===== src/rtl/somador_pkg.sv =====
// Shared definitions for the multi-cycle adder/subtractor: FSM state
// encoding and the helper that sizes the chunk index counter.
package somador_pkg;

  // Controller states; IDLE is the reset state.
  typedef enum logic [1:0] {
    ST_IDLE = 2'd0,
    ST_RUN  = 2'd1,
    ST_DONE = 2'd2
  } state_t;

  // Width of the chunk index: clog2(n), never narrower than one bit so the
  // single-chunk configuration still has a legal counter.
  function automatic int idx_width(input int n);
    return (n <= 1) ? 1 : $clog2(n);
  endfunction

endpackage


===== src/rtl/somador_multiciclo_if.sv =====
// Request/result bundle of the multi-cycle adder. The master drives the
// operation request; the slave (the adder) returns status and result.
interface somador_multiciclo_if #(
  parameter int WIDTH = 16
);
  logic             start;
  logic             sub;
  logic [WIDTH-1:0] a;
  logic [WIDTH-1:0] b;
  logic             cin;
  logic             busy;
  logic             done;
  logic [WIDTH-1:0] sum;
  logic             cout;
  logic             ovf;

  modport master (
    output start, sub, a, b, cin,
    input  busy, done, sum, cout, ovf
  );

  modport slave (
    input  start, sub, a, b, cin,
    output busy, done, sum, cout, ovf
  );
endinterface


===== src/rtl/somador_chunk.sv =====
// Combinational CHUNK-bit adder slice. Besides sum and carry out it exposes
// the carry into its top bit, which the top level uses for signed overflow.
module somador_chunk #(
  parameter int CHUNK = 4
) (
  input  logic [CHUNK-1:0] a,
  input  logic [CHUNK-1:0] b,
  input  logic             cin,
  output logic [CHUNK-1:0] sum,
  output logic             cout,
  output logic             c_msb
);

  logic [CHUNK:0] full;

  assign full  = {1'b0, a} + {1'b0, b} + {{CHUNK{1'b0}}, cin};
  assign sum   = full[CHUNK-1:0];
  assign cout  = full[CHUNK];
  // The top sum bit is a^b^carry_in, so the carry into it falls out directly.
  assign c_msb = a[CHUNK-1] ^ b[CHUNK-1] ^ full[CHUNK-1];

endmodule


===== src/rtl/somador_multiciclo.sv =====
// Multi-cycle WIDTH-bit adder/subtractor: one CHUNK-bit slice per clock,
// carry kept in a register between slices, start/busy/done handshake.
module somador_multiciclo
  import somador_pkg::*;
#(
  parameter int WIDTH = 16,
  parameter int CHUNK = 4
) (
  input  logic                 clk,
  input  logic                 rst,
  somador_multiciclo_if.slave  bus
);

  localparam int N    = WIDTH / CHUNK;
  localparam int IW   = idx_width(N);
  localparam int LAST = N - 1;

  // Refuse to elaborate a configuration that cannot be split into slices.
  generate
    if ((WIDTH % CHUNK != 0) || (WIDTH < CHUNK)) begin : g_bad_cfg
      $error("somador_multiciclo: WIDTH must be a non-zero multiple of CHUNK");
    end
  endgenerate

  state_t           state_q, state_d;
  logic [WIDTH-1:0] a_q, a_d;
  logic [WIDTH-1:0] b_q, b_d;
  logic             carry_q, carry_d;
  logic [IW-1:0]    idx_q, idx_d;
  logic [WIDTH-1:0] sum_q, sum_d;
  logic             cout_q, cout_d;
  logic             ovf_q, ovf_d;

  logic [CHUNK-1:0] ch_a, ch_b, ch_sum;
  logic             ch_cout, ch_c_msb;
  int               lsb;

  // Select the operand slice addressed by the chunk index.
  always_comb begin
    lsb  = int'(idx_q) * CHUNK;
    ch_a = a_q[lsb +: CHUNK];
    ch_b = b_q[lsb +: CHUNK];
  end

  somador_chunk #(
    .CHUNK (CHUNK)
  ) u_chunk (
    .a     (ch_a),
    .b     (ch_b),
    .cin   (carry_q),
    .sum   (ch_sum),
    .cout  (ch_cout),
    .c_msb (ch_c_msb)
  );

  // Next-state logic: accept in IDLE/DONE, one slice per cycle in RUN.
  always_comb begin
    state_d = state_q;
    a_d     = a_q;
    b_d     = b_q;
    carry_d = carry_q;
    idx_d   = idx_q;
    sum_d   = sum_q;
    cout_d  = cout_q;
    ovf_d   = ovf_q;
    unique case (state_q)
      ST_IDLE, ST_DONE: begin
        state_d = ST_IDLE;
        if (bus.start) begin
          // Subtraction is a + ~b + ~borrow, so invert b and the carry-in here.
          a_d     = bus.a;
          b_d     = bus.sub ? ~bus.b : bus.b;
          carry_d = bus.cin ^ bus.sub;
          idx_d   = '0;
          sum_d   = '0;
          cout_d  = 1'b0;
          ovf_d   = 1'b0;
          state_d = ST_RUN;
        end
      end
      ST_RUN: begin
        sum_d[lsb +: CHUNK] = ch_sum;
        carry_d             = ch_cout;
        idx_d               = idx_q + IW'(1);
        if (idx_q == IW'(LAST)) begin
          cout_d  = ch_cout;
          ovf_d   = ch_c_msb ^ ch_cout;
          idx_d   = '0;
          state_d = ST_DONE;
        end
      end
      default: state_d = ST_IDLE;
    endcase
  end

  // State and datapath registers; reset aborts any operation in flight.
  always_ff @(posedge clk or posedge rst) begin
    if (rst) begin
      state_q <= ST_IDLE;
      a_q     <= '0;
      b_q     <= '0;
      carry_q <= 1'b0;
      idx_q   <= '0;
      sum_q   <= '0;
      cout_q  <= 1'b0;
      ovf_q   <= 1'b0;
    end else begin
      state_q <= state_d;
      a_q     <= a_d;
      b_q     <= b_d;
      carry_q <= carry_d;
      idx_q   <= idx_d;
      sum_q   <= sum_d;
      cout_q  <= cout_d;
      ovf_q   <= ovf_d;
    end
  end

  // Status is a decode of the state register only, so busy and done are
  // mutually exclusive and free of input-to-output paths.
  assign bus.busy = (state_q == ST_RUN);
  assign bus.done = (state_q == ST_DONE);
  assign bus.sum  = sum_q;
  assign bus.cout = cout_q;
  assign bus.ovf  = ovf_q;

endmodule


===== src/flat_wrapper.sv =====
// flat-port wrapper written by rule: the top's interface ports become plain ports
module somador_multiciclo_flat import somador_pkg::*;
#(
  parameter int WIDTH = 16,
  parameter int CHUNK = 4
)
  (clk, rst, bus_start, bus_sub, bus_a, bus_b, bus_cin, bus_busy, bus_done, bus_sum, bus_cout, bus_ovf);
  somador_multiciclo_if #(.WIDTH(WIDTH)) bus_i ();
  input  logic clk;
  input  logic rst;
  input wire logic [$bits(bus_i.start)-1:0] bus_start;
  input wire logic [$bits(bus_i.sub)-1:0] bus_sub;
  input wire logic [$bits(bus_i.a)-1:0] bus_a;
  input wire logic [$bits(bus_i.b)-1:0] bus_b;
  input wire logic [$bits(bus_i.cin)-1:0] bus_cin;
  output wire logic [$bits(bus_i.busy)-1:0] bus_busy;
  output wire logic [$bits(bus_i.done)-1:0] bus_done;
  output wire logic [$bits(bus_i.sum)-1:0] bus_sum;
  output wire logic [$bits(bus_i.cout)-1:0] bus_cout;
  output wire logic [$bits(bus_i.ovf)-1:0] bus_ovf;
  assign bus_i.start = bus_start;
  assign bus_i.sub = bus_sub;
  assign bus_i.a = bus_a;
  assign bus_i.b = bus_b;
  assign bus_i.cin = bus_cin;
  assign bus_busy = bus_i.busy;
  assign bus_done = bus_i.done;
  assign bus_sum = bus_i.sum;
  assign bus_cout = bus_i.cout;
  assign bus_ovf = bus_i.ovf;
  somador_multiciclo #(.WIDTH(WIDTH), .CHUNK(CHUNK)) u_core (.clk(clk), .rst(rst), .bus(bus_i));
endmodule

===== config.mk =====
export PLATFORM = sky130hd
export DESIGN_NAME = somador_multiciclo_flat
export DESIGN_NICKNAME = d
export VERILOG_FILES = /design/src/rtl/somador_pkg.sv /design/src/rtl/somador_multiciclo_if.sv /design/src/rtl/somador_chunk.sv /design/src/rtl/somador_multiciclo.sv /design/src/flat_wrapper.sv
export SDC_FILE = /design/constraint.sdc
export NUM_CORES = 1
export LEC_CHECK = 0
export ABC_AREA = 1
export CAP_MARGIN = 5
export CELL_PAD_IN_SITES_DETAIL_PLACEMENT = 1
export CELL_PAD_IN_SITES_GLOBAL_PLACEMENT = 2
export CORE_MARGIN = 4
export CORE_UTILIZATION = 30
export CTS_BUF_LIST = sky130_fd_sc_hd__clkbuf_4 sky130_fd_sc_hd__clkbuf_8 sky130_fd_sc_hd__clkbuf_16
export CTS_CLUSTER_DIAMETER = 150
export CTS_CLUSTER_SIZE = 24
export DETAILED_ROUTE_END_ITERATION = 16
export PLACE_DENSITY = 0.81
export SYNTH_ARGS = -nofsm -noshare
export SYNTH_HDL_FRONTEND = slang
export SYNTH_SLANG_ARGS = --single-unit

===== constraint.sdc =====
create_clock -name clk -period 2.8 [get_ports clk]
set_input_delay 0.56 -clock clk [delete_from_list [all_inputs] [get_ports clk]]
set_output_delay 0.56 -clock clk [all_outputs]
set_load 0.02 [all_outputs]

Word-level counts from Yosys, hierarchy flattened:

Cells that the tools add are included.

* output and inout port bits: 20
* register bits: 55
* logic and storage cells: 49
* bits of input ports: 37

* add/sub/neg operators: 4
* reduce and logical (&&, ||, !) cells: 6
* bitwise gates (word level): 5
* shift operators: 4
* muxes and demuxes: 17
* eq/ne operators: 5

Operators with widths (number)
* negator 4 -> 33 bit: 1
* variable shift 4 x 33 -> 16 bit (first input constant): 1
* variable part select 4 x 33 -> 16 bit: 1
* two-way mux 16 bit: 2
* one-hot mux 16 bit (2 select lines): 1
* variable part select 16 x 5 -> 4 bit: 2
* bitwise mux 16 bit: 1
* inverter 16 bit: 1
* one-hot mux 2 bit (2 select lines): 2
* two-way mux 2 bit: 3
* one-hot mux 1 bit (2 select lines): 3
* adder 4 x 4 -> 5 bit: 1
* adder 5 x 1 -> 5 bit: 1
* two-way mux 1 bit: 5
* equality test 2 bit (second input constant): 2
* AND reduction 2 bit: 2
* XOR 1 bit: 4
* AND reduction 3 bit: 1
* adder 2 x 1 -> 2 bit (second input constant): 1
* equality test 2 x 1 -> 1 bit (second input constant): 1
* logical NOT 2 bit: 1
* inequality test 2 x 1 -> 1 bit (second input constant): 1
* inequality test 2 bit (second input constant): 1
* nonzero test 2 bit: 1
* OR reduction 2 bit: 1

Depth between registers and ports, before layout:

Gate-level depths: netlist of run 1.

* depth after elaboration: 7
* mapped depth: 12

Modules after synthesis:

A second synthesis of run 1 with hierarchy kept.

* cells, all modules: 352
* area, all modules: 2911.5 µm²

By module, submodules not included
* somador_multiciclo: cells an instance 326, instances 1, area an instance 2742.6 µm², seq. area each 1376.3 µm²
* somador_chunk: cells an instance 26, instances 1, area an instance 168.9 µm², seq. area each 0.0 µm²

Worst setup path before layout of run 1:

Ideal clock, no wire load.

* path type: register to register
* from: register u_core.idx_q[0]
* to: register u_core.carry_q
* cell stages (with the launch flop): 13
* library setup time: 0.117 ns
* buffers on the path: 1
* arrival time: 2.113 ns
* required time: 2.683 ns
* slack: 0.570 ns
* cells stage by stage: dfrtp_1 -> inv_2 -> buf_2 -> nor2_1 -> o22ai_1 -> fa_1 -> fa_1 -> nand2_1 -> a21oi_1 -> nor2_1 -> nor2_1 -> nor2_1 -> nor2_1

* longest elaborated chain between the ends: 4
* elaborated cells on any way between the ends: 5
* those cells by class: 2 x add/sub; 2 x shift; 1 x mux

Ends and longest elaborated chain
* start, declared: line somador_multiciclo.sv:29 `logic [IW-1:0] idx_q, idx_d;`
* start signal, assigned: line somador_multiciclo.sv:112 `idx_q <= idx_d;`
* variable part select 16 x 5 -> 4 bit (on tied branches): line somador_multiciclo.sv:41, somador_multiciclo.sv:42
* adder 4 x 4 -> 5 bit *: line somador_chunk.sv:16 `assign full = {1'b0, a} + {1'b0, b} + {{CHUNK{1'b0}}, cin};`
* adder 5 x 1 -> 5 bit *: line somador_chunk.sv:16
* one-hot mux 1 bit (2 select lines) *: line somador_multiciclo.sv:66 `unique case (state_q)`
* end signal, assigned: line somador_multiciclo.sv:111 `carry_q <= carry_d;`
* end, declared: line somador_multiciclo.sv:28 `logic carry_q, carry_d;`

Mark *: on every way between the ends. The rest lies on a longest branch, timed or not.
A chain may end at the register's enable or synchronous reset.

Final worst setup path of run 1:

* from: register u_core.idx_q[1]
* to: register u_core.carry_q

The elaborated chain is that of the path after synthesis.

==> impl_metrics.json, run 1 <==
{
  "status": "completed",
  "crit_cells": 11,
  "cp_slowest_stage_delay_ns": 0.55,
  "cts_buffers": 5,
  "power.total_mw": 4.09,
  "synth_edf_count": 0,
  "async_reset_ff_share_pct": 100,
  "path_clk_slew_ns": 0.10,
  "clock-root-buffer": "clkbuf_8",
  "cts_resized": 0,
  "wl_mm": 7.05,
  "end_kind": "register",
  "slew_headroom_pct": 59.2,
  "firstDrtPassIters": 4,
  "peakVddDrop_v": 0.000349,
  "ys.flop_type": "dfrtp_1",
  "fp.dieH_um": 103,
  "drt_iter0_drc": 56,
  "cts_tree": "built",
  "reg2regPathDepth": 11,
  "critPathSlowestCell": "dfrtp_1",
  "synth-seq-cells": 55,
  "post-cts-setup-buffers": 0,
  "synth_cell_types": 23,
  "synth_cells": 318,
  "port_buffers": 56,
  "fin_crit_ns": 2.53,
  "critPathTopFamily": "adder cells",
  "drive_gt1_share_pct": 7.16,
  "fin_crit_sh_pct": 90.3,
  "rsz0062_at_grt": "no",
  "grt_pass1_vias": 2305,
  "leakage_nw": 1.63,
  "cp_common_cell": "nor2_1",
  "ys_seq_area_share_pct": 50.6,
  "synth_top_area_share_pct": 50.6,
  "reg2reg_from": "u_core.idx_q[1]",
  "core_area_mm2": 0.00876,
  "antenna_found_initial": 0,
  "gp_congestion": 0.812,
  "cts.sinks": 55,
  "vias_per_cell": 4.67,
  "slew_violations": 0,
  "rows": 34,
  "max_clock_freq_mhz": 396,
  "dieArea_mm2": 0.0106,
  "yosys.area.top_type": "dfrtp_1",
  "h-tree-depth": 2,
  "tightest_slew_ns": 0.610,
  "crit_end": "u_core.carry_q",
  "grt.overflow.total": 0,
  "track_usage_pct": 14.0,
  "synth.avg_cell_area_um2": 8.55,
  "synth_area_leaders": "dfrtp_1, nand2_1, o21ai_0",
  "dp_cells": 477,
  "syn_nets": 364,
  "dr_total_vias": 2265,
  "critPathArrivalTime_ns": 2.74,
  "min_path_type": "reg2reg",
  "nNetsFinal": 422,
  "finalSetupViolations": 0,
  "wl_per_cell_um": 14.5,
  "grt_start_max_net_pins": 29,
  "max_cap_viol_count": 0,
  "die_x_um": 103,
  "ant_nets": 0,
  "crit_type": "reg2reg",
  "fin_cells": 485,
  "area_growth_syn_to_layout_pct": 29.7,
  "startpoint_type": "register",
  "crit_path_start": "u_core.idx_q[1]",
  "tns_ns": 0,
  "worstPathCellList": "clkinv_1 -> o21ai_0 -> o22ai_1 -> fa_1 -> fa_1 -> nand2_1 -> a21oi_1 -> nor2_1 -> nor2_1 -> nor2_1 -> nor2_1",
  "fill_cells": 1052,
  "drc": 0,
  "dp_slack_ns": 0.246,
  "required_ns": 3.01,
  "synthTopCellsByCount": "nand2_1, dfrtp_1, o21ai_0, nor2_1",
  "initial_core_util_pct": 31.0,
  "hold_viol": 0,
  "io_pins": 57,
  "reg2reg_to": "u_core.carry_q",
  "yosysWarnings": 0,
  "synth_area_mm2": 0.00272,
  "yosysMostFrequentCell": "nand2_1",
  "skew_ns": 0.00956,
  "p_per_area_mw_per_mm2": 1160,
  "r2r_slack_ns": 0.27,
  "cts_max_path_buffers": 2,
  "critPathBufInv": 1,
  "grt_pass1_wl_mm": 11.6,
  "postCtsHoldBufs": 0,
  "worstPathMaxFanout": 11,
  "clkLatencyLatePin_ns": 0.31,
  "hpwl_mm": 5.59,
  "holdWs_ns": 0.490,
  "diodes": 0,
  "setup_ws_ns": 0.272
}
[registers in the layout, summed over array words and instances, names as in the netlist]
name / count
u_core.a_q: 16
u_core.carry_q: 1
u_core.bus.cout: 1
u_core.state_q: 2
u_core.idx_q: 2
u_core.bus.sum: 16
u_core.bus.ovf: 1
u_core.b_q: 16
[per-layer routing]
layer / part of all wire (%) / track usage (%)
met5: 0 / 0
met4: 1.1 / 3.69
met3: 3.9 / 2.28
met2: 51 / 25.1
met1: 44 / 17.5
[cell families (layout without fill, tap and decap cells)]
| kind of cell | after synthesis | after routing | synth area share [%] |
|---|---|---|---|
| and+or+nand+nor | 142 | 142 | 21.6 |
| AOI/OAI and AO/OA | 59 | 59 | 11.4 |
| DFF | 55 | 55 | 50.6 |
| buffers and inverters | 35 | 94 | 5.80 |
| xor gates and xnor gates | 18 | 18 | 5.80 |
| adders and majority gates | 9 | 9 | 4.70 |
[worst min path at each step]
stage,start,end,slack (ns),depth (start not counted)
after detailed placement,u_core.a_q[3],u_core.a_q[3],0.47,2
after CTS,u_core.a_q[10],u_core.a_q[10],0.50,2
after global routing,u_core.a_q[13],u_core.a_q[13],0.51,2
after global placement,u_core.bus.sum[7],u_core.bus.sum[7],0.47,2
after floorplan,u_core.a_q[10],u_core.a_q[10],0.44,2
final,u_core.bus.sum[1],u_core.bus.sum[1],0.49,2
[metrics by stage]
stage | utilization (%) | area, um^2
6_report | 40.2 | 3530
5_1_grt | 40.2 | 3530
4_1_cts | 40.2 | 3520
3_5_place_dp | 38.9 | 3410
3_3_place_gp | 38.9 | 3410
2_1_floorplan | - | 2720
[worst reg2reg max path: cells and delay by family, from the launching register on]
kind / cells / cell delay, ns
AO/OA/AOI/OAI: 3 / 0.32
adder cells (fa/ha/maj): 2 / 0.86
buffers and inverters: 1 / 0.26
flip-flops: 1 / 0.55
AND/OR/NAND/NOR: 5 / 0.45
[final cells by class]
class / instances / area, um^2 / area share [%]
Multi-Input combinational cell: 228 / 1180 / 33.6
Inverter: 23 / 86.3 / 2.45
Clock buffer: 6 / 82.6 / 2.34
Clock inverter: 2 / 35.0 / 0.994
Tap cell: 108 / 135 / 3.83
Timing Repair Buffer: 63 / 626 / 17.7
Sequential cell: 55 / 1380 / 39.1
[where the power goes]
group	switching [mW]	internal (mW)
Clock	0.259	0.290
Combinational	1.33	0.832
Sequential	0.247	1.13
[cells in the final DEF (no fill, tap or decap), types with 6 or more instances in the layout]
| cell type | n |
|---|---|
| nand3_1 | 11 |
| nor2_1 | 23 |
| clkdlybuf4s50_1 | 56 |
| xnor2_1 | 18 |
| o21ai_0 | 42 |
| o22ai_1 | 8 |
| dfrtp_1 | 54 |
| clkbuf_8 | 6 |
| buf_4 | 6 |
| ha_1 | 7 |
| inv_1 | 17 |
| nand2_1 | 97 |
(Power assumes the default switching activity.)
==> inputs of run 2 (changes only) <==
--- a/config.mk
+++ b/config.mk
@@ -15,6 +15,8 @@
 export CTS_CLUSTER_DIAMETER = 150
 export CTS_CLUSTER_SIZE = 24
 export DETAILED_ROUTE_END_ITERATION = 16
+export HOLD_SLACK_MARGIN = 0.1
+export MAX_ROUTING_LAYER = met4
 export PLACE_DENSITY = 0.81
 export SYNTH_ARGS = -nofsm -noshare
 export SYNTH_HDL_FRONTEND = slang
==> constraint.sdc (replaced) <==
create_clock -name clk -period 2.8 [get_ports clk]
set_input_delay 0.56 -clock clk [delete_from_list [all_inputs] [get_ports clk]]
set_output_delay 0.56 -clock clk [all_outputs]
set_load 0.1 [all_outputs]
==> run 2 against run 1 <==
Combinational power is 23% higher; critical path depth stayed put; worst hold slack worse by 0.0048 ns; global-route usage is 0.43 points higher; clock skew is 0.0031 ns higher; first-iteration DRC count is 5.4% higher; register-to-register slack better by 0.09 ns; cell area is 2.6% lower; sequential cell count stayed put; cell count is 0.41% lower; sequential share of layout area is 1.0 points higher; largest cell class unchanged; largest power group unchanged.
==> impl_metrics.json, run 2 (synthesized netlist as in run 1, its figures left out) <==
{
  "grt_start_max_net_pins": 35,
  "track_usage_pct": 14.4,
  "h-tree-depth": 2,
  "hpwl_mm": 5.50,
  "peakVddDrop_v": 0.000332,
  "diodes": 0,
  "critPathSlowestCell": "dfrtp_2",
  "min_path_type": "reg2reg",
  "area_growth_syn_to_layout_pct": 26.4,
  "power.share.clock_pct": 9.6,
  "met3_usage_pct": 2.35,
  "cp_common_cell": "nor2_1",
  "p_per_area_mw_per_mm2": 1300,
  "cp_slowest_stage_delay_ns": 0.48,
  "max_cap_viol_count": 0,
  "status": "completed",
  "ant_nets": 0,
  "p_sw_mw": 2.37,
  "grt_pass1_wl_mm": 11.8,
  "dr_total_vias": 2297,
  "r2r_slack_ns": 0.37,
  "skew_ns": 0.0126,
  "holdWs_ns": 0.485,
  "worstPathCellList": "inv_2 -> o21ai_0 -> o22ai_1 -> fa_1 -> fa_1 -> nand2_1 -> a21oi_1 -> nor2_1 -> nor2_1 -> nor2_1 -> nor2_1",
  "hold_viol": 0,
  "path_clk_slew_ns": 0.10,
  "reg2reg_from": "u_core.idx_q[0]",
  "grt.overflow.total": 0,
  "startpoint_type": "register",
  "firstDrtPassIters": 4,
  "critPathArrivalTime_ns": 2.64,
  "cts.sinks": 55,
  "cts_max_path_buffers": 2,
  "fp.dieH_um": 103,
  "internal_power_mw": 2.10,
  "grt_pass1_vias": 2413,
  "switching_share_pct": 53.0,
  "reg2regPathDepth": 11,
  "tightest_slew_ns": 0.637,
  "fin_crit_sh_pct": 86.9,
  "die_x_um": 103,
  "fin_area_mm2": 0.00343,
  "rsz0062_at_grt": "no",
  "wl_mm": 7.02,
  "fin_crit_ns": 2.43,
  "core_area_mm2": 0.00876,
  "worstHoldEndpoint": "u_core.a_q[6]",
  "postCtsHoldBufs": 0,
  "dp_slack_ns": 0.245,
  "layout_commonest_cell": "nand2_1",
  "rows": 34,
  "clkLatencyLatePin_ns": 0.31,
  "vias_per_cell": 4.76,
  "nNetsFinal": 422,
  "setup_ws_ns": 0.366,
  "final_cell_mix": "nand2_1, dfrtp_1, o21ai_0",
  "holdPathStages": 2,
  "reg2reg_to": "u_core.carry_q",
  "gp_congestion": 0.826,
  "p_seq_share_pct": 30.7,
  "drt_iter0_drc": 59,
  "use_met1_pct": 18.2,
  "initial_core_util_pct": 31.0,
  "fill_cells": 1067,
  "clock-root-buffer": "clkbuf_8",
  "cts_tree": "built",
  "crit_type": "reg2reg",
  "antenna_found_initial": 0,
  "critPathTopFamily": "adder cells",
  "dieArea_mm2": 0.0106,
  "met2_usage_pct": 24.4,
  "worstHoldStart": "u_core.a_q[6]",
  "drive_gt1_share_pct": 12.0,
  "finalSetupViolations": 0,
  "cts_buffers": 5,
  "drc": 0,
  "required_ns": 3.01,
  "critPathBufInv": 1,
  "leakage_nw": 1.65,
  "slew_violations": 0,
  "placed_area_mm2": 0.00336,
  "worstPathMaxFanout": 20,
  "tns_ns": 0,
  "end_kind": "register",
  "power_frac_comb_pct": 59.8,
  "busiest_layer": "met2",
  "io_pins": 57,
  "port_buffers": 56,
  "wl_per_cell_um": 14.5,
  "utilization_pct": 39.2,
  "slew_headroom_pct": 57.4,
  "max_clock_freq_mhz": 411
}
## run 2: changes by cell type in the layout (fill, tap and decap cells not counted), sizes merged
cell	delta
bufinv	-1
clkinv	-1
clkdlybuf4s50	-20
buf	+20
## run 2: cell type report
type / instances / area (um^2) / area share [%]
Tap cell: 108 / 135 / 3.93
Timing Repair Buffer: 63 / 576 / 16.8
Sequential cell: 55 / 1380 / 40.1
Inverter: 23 / 86.3 / 2.51
Multi-Input combinational cell: 228 / 1180 / 34.5
Clock buffer: 6 / 76.3 / 2.22
## run 2: tightest hold or removal path, cell delays in order, from the launching register on
cell	delay, ns
dfrtp_1	0.35
nand2_1	0.05
nand2_1	0.05
## run 2: worst max-delay path by stage
stage	startpoint	to	depth (start not counted)
2_1_floorplan	u_core.state_q[1]	bus_done	2
3_3_place_gp	u_core.idx_q[0]	u_core.bus.ovf	11
3_5_place_dp	u_core.idx_q[0]	u_core.bus.ovf	11
4_1_cts	u_core.idx_q[0]	u_core.bus.ovf	11
5_1_grt	u_core.idx_q[0]	u_core.bus.sum[6]	9
6_report	u_core.idx_q[0]	u_core.carry_q	11
## run 2: timing repair
item | in CTS | in global routing
endpoints found under the hold margin | 0 | 0
setup endpoints to repair | 0 | 1
buffers inserted | 0 | 0
gates resized for setup | 0 | 1
## run 2: power groups by stage
stage	Combinational (mW)	Sequential, mW	Clock, mW
final	2.67	1.37	0.428
after floorplan	1.50	1.83	0
after global routing	3.02	1.42	0.465
after CTS	2.71	1.38	0.437
after detailed placement	2.70	1.39	0
after global placement	2.64	1.38	0
## run 2: per-stage QoR
stage / power, mW / cells
after floorplan: 3.33 / 318
after global placement: 4.02 / 477
after detailed placement: 4.09 / 477
after CTS: 4.52 / 483
after global routing: 4.90 / 483
final: 4.47 / 483
## run 2: layer usage
| layer | vias up | wire length, um |
|---|---|---|
| met3 | 7 | 308 |
| met4 | 0 | 91 |
| met1 | 1111 | 3230 |
| met2 | 46 | 3390 |
| met5 | - | 0 |
| li1 | 1133 | - |
==> inputs of run 3 (changes only) <==
--- a/config.mk
+++ b/config.mk
@@ -20,4 +20,5 @@
 export PLACE_DENSITY = 0.81
 export SYNTH_ARGS = -nofsm -noshare
 export SYNTH_HDL_FRONTEND = slang
+export SYNTH_HIERARCHICAL = 1
 export SYNTH_SLANG_ARGS = --single-unit
==> run 3 against run 2 <==
Synthesized cell count increased by 11%; die area increased by 6.6%; sequential share of layout area decreased by 2.5 points; utilization about the same; fmax decreased by 0.63%; via count increased by 4.0%; cell count increased by 11%; worst setup slack got worse by 0.015 ns; worst hold slack got worse by 0.0049 ns; sequential power decreased by 4%; total power increased by 7.4%; area after synthesis increased by 7.1%.
==> impl_metrics.json, run 3 <==
{
  "status": "completed",
  "core_area_mm2": 0.00933,
  "dieArea_mm2": 0.0113,
  "power.total_mw": 4.80,
  "yosys.area.top_type": "dfrtp_1",
  "cp_slowest_stage_delay_ns": 0.48,
  "nNetsFinal": 456,
  "hold_viol": 0,
  "tns_ns": 0,
  "slew_headroom_pct": 72.8,
  "required_ns": 3.03,
  "critPathTopFamily": "adder cells",
  "synth_top_family_by_area": "simple AND/OR/NAND/NOR gates",
  "fin_cells": 538,
  "ys_seq_area_share_pct": 47.3,
  "rows": 35,
  "synth_cell_types": 25,
  "worstPathCellList": "inv_2 -> nand2_1 -> o211ai_1 -> nand2_1 -> fa_1 -> inv_1 -> fa_1 -> inv_1 -> inv_1 -> nor2_1 -> nand2_1 -> o21ai_0",
  "clkLatencyLatePin_ns": 0.30,
  "grt_pass1_vias": 2556,
  "async_reset_ff_share_pct": 100,
  "startpoint_type": "register",
  "die_x_um": 107,
  "synth-seq-cells": 55,
  "final_cell_mix": "nand2_1, dfrtp_1, nor2_1",
  "synth_simple_gate_area_share_pct": 25.1,
  "vias_per_cell": 4.44,
  "worstPathMaxFanout": 14,
  "clock-root-buffer": "clkbuf_8",
  "track_usage_pct": 13.3,
  "dr_total_vias": 2390,
  "grt_pass1_wl_mm": 12.0,
  "hpwl_mm": 5.42,
  "synth_area_mm2": 0.00291,
  "muxShareOfSynthArea_pct": 0,
  "drc": 0,
  "grt_start_max_net_pins": 56,
  "drive_gt1_share_pct": 11.0,
  "antenna_found_initial": 0,
  "cts_tree": "built",
  "h-tree-depth": 2,
  "slew_violations": 0,
  "cts.sinks": 55,
  "dp_cells": 530,
  "firstDrtPassIters": 4,
  "crit_type": "reg2reg",
  "postCtsHoldBufs": 0,
  "p_per_area_mw_per_mm2": 1310,
  "synth_cells": 352,
  "io_pins": 57,
  "critPathArrivalTime_ns": 2.68,
  "cts_buffers": 5,
  "synthXorXnorAreaFrac_pct": 5.11,
  "synth-compound-area-share_pct": 9.41,
  "grt.overflow.total": 0,
  "synth.avg_cell_area_um2": 8.27,
  "initial_core_util_pct": 31.2,
  "synthAdderAreaFrac_pct": 5.24,
  "drt_iter0_drc": 75,
  "wl_per_cell_um": 13.0,
  "min_path_type": "reg2reg",
  "syn_nets": 400,
  "cts_max_path_buffers": 2,
  "post-cts-setup-buffers": 0,
  "fin_crit_ns": 2.45,
  "rsz0062_at_grt": "no",
  "leakage_nw": 1.82,
  "gp_congestion": 0.786,
  "path_clk_slew_ns": 0.10,
  "skew_ns": 0.00799,
  "yosysMostFrequentCell": "nand2_1",
  "max_clock_freq_mhz": 408,
  "fp.dieH_um": 107,
  "finalSetupViolations": 0,
  "end_kind": "register",
  "fin_crit_sh_pct": 87.5,
  "critPathSlowestCell": "fa_1",
  "critPathBufInv": 4,
  "area_growth_syn_to_layout_pct": 25.5,
  "max_cap_viol_count": 0,
  "synthTopCellsByCount": "nand2_1, dfrtp_1, nor2_1, nand3_1, o21ai_0",
  "synth_area_leaders": "dfrtp_1, nand2_1, nand3_1",
  "port_buffers": 56,
  "ys.flop_type": "dfrtp_1",
  "synth_edf_count": 0,
  "yosysWarnings": 6,
  "layout_commonest_cell": "nand2_1",
  "cts_resized": 0,
  "synth_top_area_share_pct": 47.3,
  "diodes": 0,
  "wl_mm": 7.01,
  "peakVddDrop_v": 0.000448,
  "ant_nets": 0,
  "tightest_slew_ns": 0.408
}
==> run 3: final cells by class <==
type / instances / area (um^2)
multi-input cells: 251 / 1310
repair buffers: 65 / 603
well taps: 129 / 161
fillers: 1146 / 5670
clock buffers: 6 / 76.3
inverters: 30 / 120
clock inverters: 2 / 12.5
flip-flops and latches: 55 / 1380
==> run 3: cell families (layout without fill, tap and decap cells) <==
family                     count (synthesis)  count (layout)
adders and majority gates                 11              11
xor gates and xnor gates                  17              17
AOI/OAI and AO/OA                         50              50
and+or+nand+nor                          173             173
buffers and inverters                     46             103
DFF                                       55              55
==> run 3: per-stage QoR <==
step	area [um^2]	setup WS, ns	hold slack [ns]	utilization, %
after floorplan	2910	0.404	0.442	-
after global placement	3570	0.413	0.462	38.2
after detailed placement	3570	0.340	0.467	38.2
after CTS	3650	0.323	0.489	39.2
after global routing	3650	0.0717	0.520	39.2
final	3650	0.351	0.480	39.2
==> run 3: where the power goes <==
| part | internal (mW) | switching, mW |
|---|---|---|
| clock | 0.185 | 0.260 |
| sequential | 1.13 | 0.191 |
| combinational | 0.929 | 2.11 |
| total | 2.24 | 2.56 |
==> run 3: worst paths after layout <==
| path | slack, ns | start | cells past startpoint | to |
|---|---|---|---|---|
| min in group asynchronous | 0.61 | rst | 3 | u_core/a_q[1] |
| min | 0.48 | u_core/a_q[12] | 2 | u_core/a_q[12] |
| max in group asynchronous | 1.94 | rst | 3 | u_core/idx_q[0] |
| max reg2reg | 0.35 | u_core/idx_q[0] | 12 | u_core/bus.sum[5] |
| max | 0.35 | u_core/idx_q[0] | 12 | u_core/bus.sum[5] |
| min reg2reg | 0.48 | u_core/a_q[12] | 2 | u_core/a_q[12] |
==> run 3: worst register-to-register path: stages (launching register included) <==
cell and delay [ns]:
dfrtp_1 0.40, inv_2 0.19, nand2_1 0.10, o211ai_1 0.09, nand2_1 0.12, fa_1 0.48, inv_1 0.09, fa_1 0.40
inv_1 0.08, inv_1 0.04, nor2_1 0.14, nand2_1 0.09, o21ai_0 0.16
==> run 3: per-layer routing <==
| metal | vias to the layer above | wire length [um] | share of wire [%] | GRT usage, % |
|---|---|---|---|---|
| met2 | 37 | 3430 | 49 | 23.0 |
| met3 | 4 | 265 | 3.8 | 2.37 |
| li1 | 1237 | - | - | - |
| met1 | 1112 | 3260 | 47 | 16.5 |
| met4 | 0 | 46 | 0.66 | 2.74 |
| met5 | - | 0 | 0 | - |
